==> src/rtl/sys_addr_dec_if.sv <==
// sys_addr_dec_if: bus-side access and read-select signals of the
// system address decoder.
interface sys_addr_dec_if #(
  parameter int NUM_SLV = 3,
  parameter int SEL_W   = 2
);
  logic               req;
  logic               WE;
  logic [31:0]        A;
  logic [NUM_SLV-1:0] WES;
  logic [SEL_W-1:0]   RdSel;
  logic               rd_valid;

  modport master (
    output req, WE, A,
    input  WES, RdSel, rd_valid
  );

  modport slave (
    input  req, WE, A,
    output WES, RdSel, rd_valid
  );
endinterface

==> src/rtl/sys_addr_dec.sv <==
// sys_addr_dec: region decoder with write enables, read-select pipeline and
// sticky miss capture; SYS_ADDR_DEC_ERRCNT_EN adds a saturating miss counter.
module sys_addr_dec #(
  parameter int NUM_SLV = 3,
  parameter int SEL_W   = 2,
  parameter logic [NUM_SLV*32-1:0] BASE =
    {32'h900, 32'h800, 32'h000},
  parameter logic [NUM_SLV*32-1:0] LIMIT =
    {32'h90C, 32'h80C, 32'h0FC},
  parameter int RD_LAT  = 1
) (
  input  logic        clk,
  input  logic        rst_n,
  sys_addr_dec_if.slave bus,
  input  logic        err_clr,
  output logic        err,
  output logic [31:0] err_addr,
  output logic [15:0] err_cnt
);

  logic [NUM_SLV-1:0] win;
  logic [SEL_W-1:0]   code;
  logic               found;
  logic               rd;
  logic               miss;

  // Ascending scan so the lowest hitting region wins on overlap.
  always_comb begin
    win   = '0;
    code  = '0;
    found = 1'b0;
    for (int k = 0; k < NUM_SLV; k++) begin
      if (!found &&
          bus.A >= BASE[32*k +: 32] &&
          bus.A <= LIMIT[32*k +: 32]) begin
        found  = 1'b1;
        code   = SEL_W'(k);
        win[k] = 1'b1;
      end
    end
  end

  assign bus.WES = (bus.req & bus.WE) ? win : '0;
  assign rd      = bus.req & ~bus.WE;
  assign miss    = bus.req & ~found;

  logic [SEL_W-1:0]  code_q [RD_LAT];
  logic [RD_LAT-1:0] vld_q;

  // Codes only advance behind a valid, so RdSel holds between reads.
  always_ff @(posedge clk or negedge rst_n) begin
    if (!rst_n) begin
      vld_q <= '0;
      for (int i = 0; i < RD_LAT; i++)
        code_q[i] <= '0;
    end else begin
      vld_q[0] <= rd;
      if (rd)
        code_q[0] <= code;
      for (int i = 1; i < RD_LAT; i++) begin
        vld_q[i] <= vld_q[i-1];
        if (vld_q[i-1])
          code_q[i] <= code_q[i-1];
      end
    end
  end

  assign bus.RdSel    = code_q[RD_LAT-1];
  assign bus.rd_valid = vld_q[RD_LAT-1];

  // A miss beats a simultaneous clear and restarts the capture.
  always_ff @(posedge clk or negedge rst_n) begin
    if (!rst_n) begin
      err      <= 1'b0;
      err_addr <= '0;
    end else if (miss && (!err || err_clr)) begin
      err      <= 1'b1;
      err_addr <= bus.A;
    end else if (err_clr) begin
      err      <= 1'b0;
      err_addr <= '0;
    end
  end

`ifdef SYS_ADDR_DEC_ERRCNT_EN
  logic [15:0] cnt_q;

  always_ff @(posedge clk or negedge rst_n) begin
    if (!rst_n) begin
      cnt_q <= '0;
    end else if (miss) begin
      if (err_clr)
        cnt_q <= 16'd1;
      else if (cnt_q != 16'hFFFF)
        cnt_q <= cnt_q + 16'd1;
    end else if (err_clr) begin
      cnt_q <= '0;
    end
  end

  assign err_cnt = cnt_q;
`else
  assign err_cnt = '0;
`endif

endmodule
==> src/flat_wrapper.sv <==
// flat-port wrapper written by rule: the top's interface ports become plain ports
module sys_addr_dec_flat 
#(
  parameter int NUM_SLV = 3,
  parameter int SEL_W   = 2,
  parameter logic [NUM_SLV*32-1:0] BASE =
    {32'h900, 32'h800, 32'h000},
  parameter logic [NUM_SLV*32-1:0] LIMIT =
    {32'h90C, 32'h80C, 32'h0FC},
  parameter int RD_LAT  = 1
)
  (clk, rst_n, err_clr, err, err_addr, err_cnt, bus_req, bus_WE, bus_A, bus_WES, bus_RdSel, bus_rd_valid);
  sys_addr_dec_if #(.NUM_SLV(NUM_SLV), .SEL_W(SEL_W)) bus_i ();
  input  logic clk;
  input  logic rst_n;
  input  logic err_clr;
  output logic err;
  output logic [31:0] err_addr;
  output logic [15:0] err_cnt;
  input wire logic [$bits(bus_i.req)-1:0] bus_req;
  input wire logic [$bits(bus_i.WE)-1:0] bus_WE;
  input wire logic [$bits(bus_i.A)-1:0] bus_A;
  output wire logic [$bits(bus_i.WES)-1:0] bus_WES;
  output wire logic [$bits(bus_i.RdSel)-1:0] bus_RdSel;
  output wire logic [$bits(bus_i.rd_valid)-1:0] bus_rd_valid;
  assign bus_i.req = bus_req;
  assign bus_i.WE = bus_WE;
  assign bus_i.A = bus_A;
  assign bus_WES = bus_i.WES;
  assign bus_RdSel = bus_i.RdSel;
  assign bus_rd_valid = bus_i.rd_valid;
  sys_addr_dec #(.NUM_SLV(NUM_SLV), .SEL_W(SEL_W), .BASE(BASE), .LIMIT(LIMIT), .RD_LAT(RD_LAT)) u_core (.clk(clk), .rst_n(rst_n), .bus(bus_i), .err_clr(err_clr), .err(err), .err_addr(err_addr), .err_cnt(err_cnt));
endmodule
==> config.mk <==
export PLATFORM = sky130hd
export DESIGN_NAME = sys_addr_dec_flat
export DESIGN_NICKNAME = d
export VERILOG_FILES = /design/src/rtl/sys_addr_dec_if.sv /design/src/rtl/sys_addr_dec.sv /design/src/flat_wrapper.sv
export SDC_FILE = /design/constraint.sdc
export NUM_CORES = 1
export LEC_CHECK = 0
export ABC_AREA = 1
export ABC_CLOCK_PERIOD_IN_PS = 2150
export BUFFER_PORTS_ARGS = -buffer_cell sky130_fd_sc_hd__clkbuf_2
export CAP_MARGIN = 15
export CORE_MARGIN = 2
export CORE_UTILIZATION = 51
export DETAILED_ROUTE_END_ITERATION = 7
export HOLD_SLACK_MARGIN = 0.02
export PLACE_DENSITY = 0.85
export SETUP_SLACK_MARGIN = 0.3
export SLEW_MARGIN = 20
export SYNTH_ARGS = -nofsm -noshare
export SYNTH_HDL_FRONTEND = slang
export SYNTH_SLANG_ARGS = --single-unit
export TNS_END_PERCENT = 10
==> constraint.sdc <==
create_clock -name clk -period 2.15 [get_ports clk]
set_clock_uncertainty 0.2 [all_clocks]
set_input_delay 0.215 -clock clk [delete_from_list [all_inputs] [get_ports clk]]
set_output_delay 0.215 -clock clk [all_outputs]
set_load 0.02 [all_outputs]
After elaboration in Yosys (flattened, before gate mapping) --
Cells that the tools add are included.
Storage, ports and cells: bits in registers 36, output and inout port bits 55
Operators by class: $lt $le $gt $ge 6, multiplexer cells 12, bitwise logic cells 5, reductions and logical operators 11
Operators by type and width (count):
- $ge A32 B12 Y1 const B | 2
- $le A32 B12 Y1 const B | 2
- $mux W32 | 2
- $ge A32 B1 Y1 const B | 1
- $le A32 B8 Y1 const B | 1
- $mux W1 | 8
- $logic_and A1 B1 Y1 | 6
- $and A1 B1 Y1 | 3
- $logic_not A1 Y1 | 3
- $mux W3 | 1
- $mux W2 | 1
- $not A1 Y1 | 2
- $reduce_bool A2 Y1 | 1
- $logic_or A1 B1 Y1 | 1

Logic depth before layout (Yosys ltp) --
depth after elaboration 15, gate-level depth with buffers 14, depth with buffers taken out 13

Least setup slack after synthesis --
No wires, ideal clock.
path type in2out, start input bus_A[25], end output bus_WES[0], data required time 1735 ps, arrival 1196 ps, buffers on the path 0, setup slack 539 ps, stages 9, path through nor2_1 nand2_1 inv_1 nand2_1 nor2_2 nand2_1 nor2_2 inv_1 nor2_1
Between the ends: cells in the longest elaborated chain, start to end 4
RTL lines:
- start: declaration | RTL line flat_wrapper.sv:22 | input wire logic [$bits(bus_i.A)-1:0] bus_A;
- $ge A32 B1 Y1 or $le A32 B8 Y1 (tied branches) | RTL line sys_addr_dec.sv:34, sys_addr_dec.sv:35
- $logic_and A1 B1 Y1 * | RTL line sys_addr_dec.sv:34 | bus.A >= BASE[32*k +: 32] &&
- $mux W1 * | RTL line sys_addr_dec.sv:33 | if (!found &&
- $mux W3 * | RTL line sys_addr_dec.sv:43 | assign bus.WES = (bus.req & bus.WE) ? win : '0;
- end: declaration | RTL line flat_wrapper.sv:23 | output wire logic [$bits(bus_i.WES)-1:0] bus_WES;
Mark *: on every way between the ends. The rest lies on a longest branch, timed or not.

Worst setup path after layout --
start input bus_A[19], end output bus_WES[0]
The elaborated chain is that of the path after synthesis.

==> qor.csv <==
stage,metric,value,unit
outcome,status,completed,
grt,grt_use_met3,0.04934,
drt,dr.first_iter.drc_count,250,
floorplan,die_w,67.82,um
logic_synthesis,postSynthCellCount,266,
logic_synthesis,yosys_warnings,0,
placement,dp_hpwl,3.554,mm
placement,dp.cells,382,
power,ir_worst_vdd,0.3409,mV
floorplan,rows,23,
grt,antenna_found_initial,0,
sta,setup_viol,0,
drt,wl,6.197,mm
drt,firstDrtPassIters,5,
worst_setup_path,start_kind,input port,
grt,gr-usage-met2,0.4473,
layout,fillers,302,
layout,finalInstanceArea,0.002893,mm^2
sta,finalCriticalPeriod,1.804,ns
drt,wire_per_inst,14.51,um
power,p_int,0.001151,W
logic_synthesis,synth-main-ff-cell,dfrtp_1,
worst_setup_path,critPathMaxStageDelay,0.18,ns
sta,fin_crit_sh,0.8390,
layout,final-instance-count-excl-fill,427,
logic_synthesis,synth.avg_cell_area,7.808,um^2
placement,port_buffers,75,
logic_synthesis,synth_seq_cells,36,
grt,grt_first_pass_wirelength,9.197,mm
floorplan,dieArea,0.004599,mm^2
worst_setup_path,critPathBufInv,3,
cts,htreeDepth,2,
logic_synthesis,synth_area_leaders,"dfrtp_1 (43%), nand3_1 (15%), nand2_1 (10%), buf_4 (5.8%), nor2_1 (5.8%)",
floorplan,core_area,0.003971,mm^2
worst_setup_path,cpMostUsedCell,nor2_2,
sta,slew_headroom,0.3934,
floorplan,die_y,67.82,um
grt,grt_use_met1,0.3456,
cts,clk_pin_slew_worst_paths,0.07,ns
power,finalPower,0.001722,W
sta,slew_violations,0,
worst_setup_path,cp.arrival,1.39,ns
logic_synthesis,async_flop_share,1.000,
sta,worst_pin_slew,0.9100,ns
logic_synthesis,ys_types,20,
power,p_leak,1.575,nW
sta,rsz0062_at_grt,true,
drt,ant_nets,0,
cts,tritoncts,yes,
power,switching_share,0.3318,
sta,whs,0.06730,ns
grt,overflow,0,
logic_synthesis,yosys.area.top_type,dfrtp_1,
grt,grt_pass1_vias,2044,
power,p_per_area,595.3,mW/mm^2
logic_synthesis,ys_seq_area_frac,0.4337,
cts,clock_sinks,36,
flow_run,cap_violations,0,
grt,grtUsageTotal,0.2688,
logic_synthesis,synth_area,0.002077,mm^2
drt,vias_per_cell,5.265,
layout,multi_input_area,994.7,um^2
placement,place.gp.congestion,0.8638,
floorplan,io_pins,92,
placement,placedInstanceArea,0.002385,mm^2
worst_setup_path,cp_max_fo,4,
floorplan,start_util,0.5230,
layout,register_area,900.9,um^2
sta,fmax,554.4,MHz
logic_synthesis,yosysMostFrequentCell,nand3_1,
power,combPwrFrac,0.259,
cts,clock_latency,0.29,ns
worst_setup_path,crit_type,input port to primary output,
power,seq_power_share,0.448,
worst_setup_path,path_cells,"clkbuf_2, nor2_2, nand4_1, nor2_4, nand2_1, nor2_2, inv_1, nor2_2, buf_4",
layout,area_growth,39.28,%
layout,n_antenna_cell,0,
logic_synthesis,synth_edf_count,0,
logic_synthesis,synth_common_cells,"nand3_1 (62), nand2_1 (58), dfrtp_1 (36)",
hold_path,hp-class,input port to register,
cts,cts_root_buffer,clkbuf_8,
logic_synthesis,yosysTopAreaCellShare,0.4337,
drt,num_vias,2248,
layout,nets,413,
worst_setup_path,worst_setup_path_end_kind,primary output,
drt,remaining_drc_errors,0,
worst_setup_path,cp.required,1.74,ns
worst_setup_path,cp_top_family,simple AND/OR/NAND/NOR gates,
grt,grt_start_max_net_pins,37,
cts,cts_buffer_depth,2,
power,switchingPower,0.0005713,W
cts,cts_buffers,5,
sta,hold_violations,0,
power,p_clk_frac,0.294,
worst_setup_path,cp_slowest_cell,nor2_2,
grt,grt_busiest_layer,met2,
layout,drive_above_1_share,0.3236,
[stage by stage]
stage | setup slack, ns | TNS [ns] | utilization
after floorplan | 0.5392 | 0 | -
after CTS | 0.2028 | 0 | 0.7070
after global placement | 0.009561 | 0 | 0.6005
final | 0.3462 | 0 | 0.7284
after global routing | 0.2230 | 0 | 0.7284
after detailed placement | -0.07079 | -1.518 | 0.6005
[worst paths after layout]
kind | from | end | slack, ns | cells after the start
min | bus_A[10] | u_core.err_addr[10]$_DFFE_PN0P_ | 0.07 | 3
min reg2reg | u_core.bus.RdSel[1]$_DFFE_PN0P_ | u_core.bus.RdSel[1]$_DFFE_PN0P_ | 0.30 | 2
max reg2reg | u_core.err$_DFFE_PN0P_ | u_core.err_addr[4]$_DFFE_PN0P_ | 0.61 | 5
max in group asynchronous | rst_n | u_core.err_addr[0]$_DFFE_PN0P_ | 0.80 | 2
max | bus_A[19] | bus_WES[0] | 0.35 | 9
min in group asynchronous | rst_n | u_core.err_addr[14]$_DFFE_PN0P_ | 0.38 | 2
[worst min-delay path: cells and delay by family]
| kind | cells | cell delay, ns |
|---|---|---|
| and+or+nand+nor | 2 | 0.16 |
| buffers and inverters | 1 | 0.15 |
[per-layer routing]
metal	vias up	routed length (um)
met3	15	542
met2	127	3154
li1	1047	-
met4	0	132
met1	1059	2368
met5	-	0
[cell type report]
type                       instances  share of cell area
clock inverter                     2            0.003460
clock buffer                       6             0.02855
inverter                          16             0.02076
tap                               50             0.02163
timing repair buffer             115              0.2703
sequential                        36              0.3114
multi-input combinational        202              0.3439
[cell families (layout without fill, tap and decap cells)]
family | after synthesis | in the layout | synth area share
and+or+nand+nor | 181 | 182 | 0.4181
buffers and inverters | 44 | 139 | 0.1331
other | 1 | 16 | 0.001805
DFF | 36 | 36 | 0.4337
AOI/OAI and AO/OA | 4 | 4 | 0.01325
[layout by cell type, fill, tap and decap left out]
cell           count
clkbuf_2          72
nand3_1           62
nand2_1           57
dfrtp_1           36
dlygate4sd3_1     34
nor2_1            26
conb_1            16
inv_1             15
nor2_2            11
nand3_2            9
nand2_2            7
clkbuf_8           6
buf_4              6
nor2_4             4
nand4_1            4
a21oi_2            2
o21ai_0            2
clkinv_2           2
or2_1              1
and2_1             1
clkinv_1           1
buf_2              1
buf_6              1
buf_12             1
[flip-flops by register name, indices dropped and copies added, names as in the netlist]
| signal | count |
|---|---|
| u_core.err_addr | 32 |
| u_core.err | 1 |
| u_core.bus.RdSel | 2 |
| u_core.bus.rd_valid | 1 |
[power by group through the flow]
stage / Sequential, W / Clock, W / Combinational [W]
2_1_floorplan: 0.000849 / 0 / 0.000189
3_3_place_gp: 0.000778 / 0 / 0.000367
3_5_place_dp: 0.000780 / 0 / 0.000373
4_1_cts: 0.000767 / 0.000515 / 0.000421
5_1_grt: 0.000777 / 0.000546 / 0.000486
6_report: 0.000771 / 0.000506 / 0.000446
[what timing repair did]
item	CTS	global route
hold buffers	33	1
endpoints found under the setup margin	34	35
setup buffers	0	2
pin swaps	0	4
hold endpoints to repair	68	1
gates resized for setup	0	16
gates cloned	0	1
(Power assumes the default switching activity.)
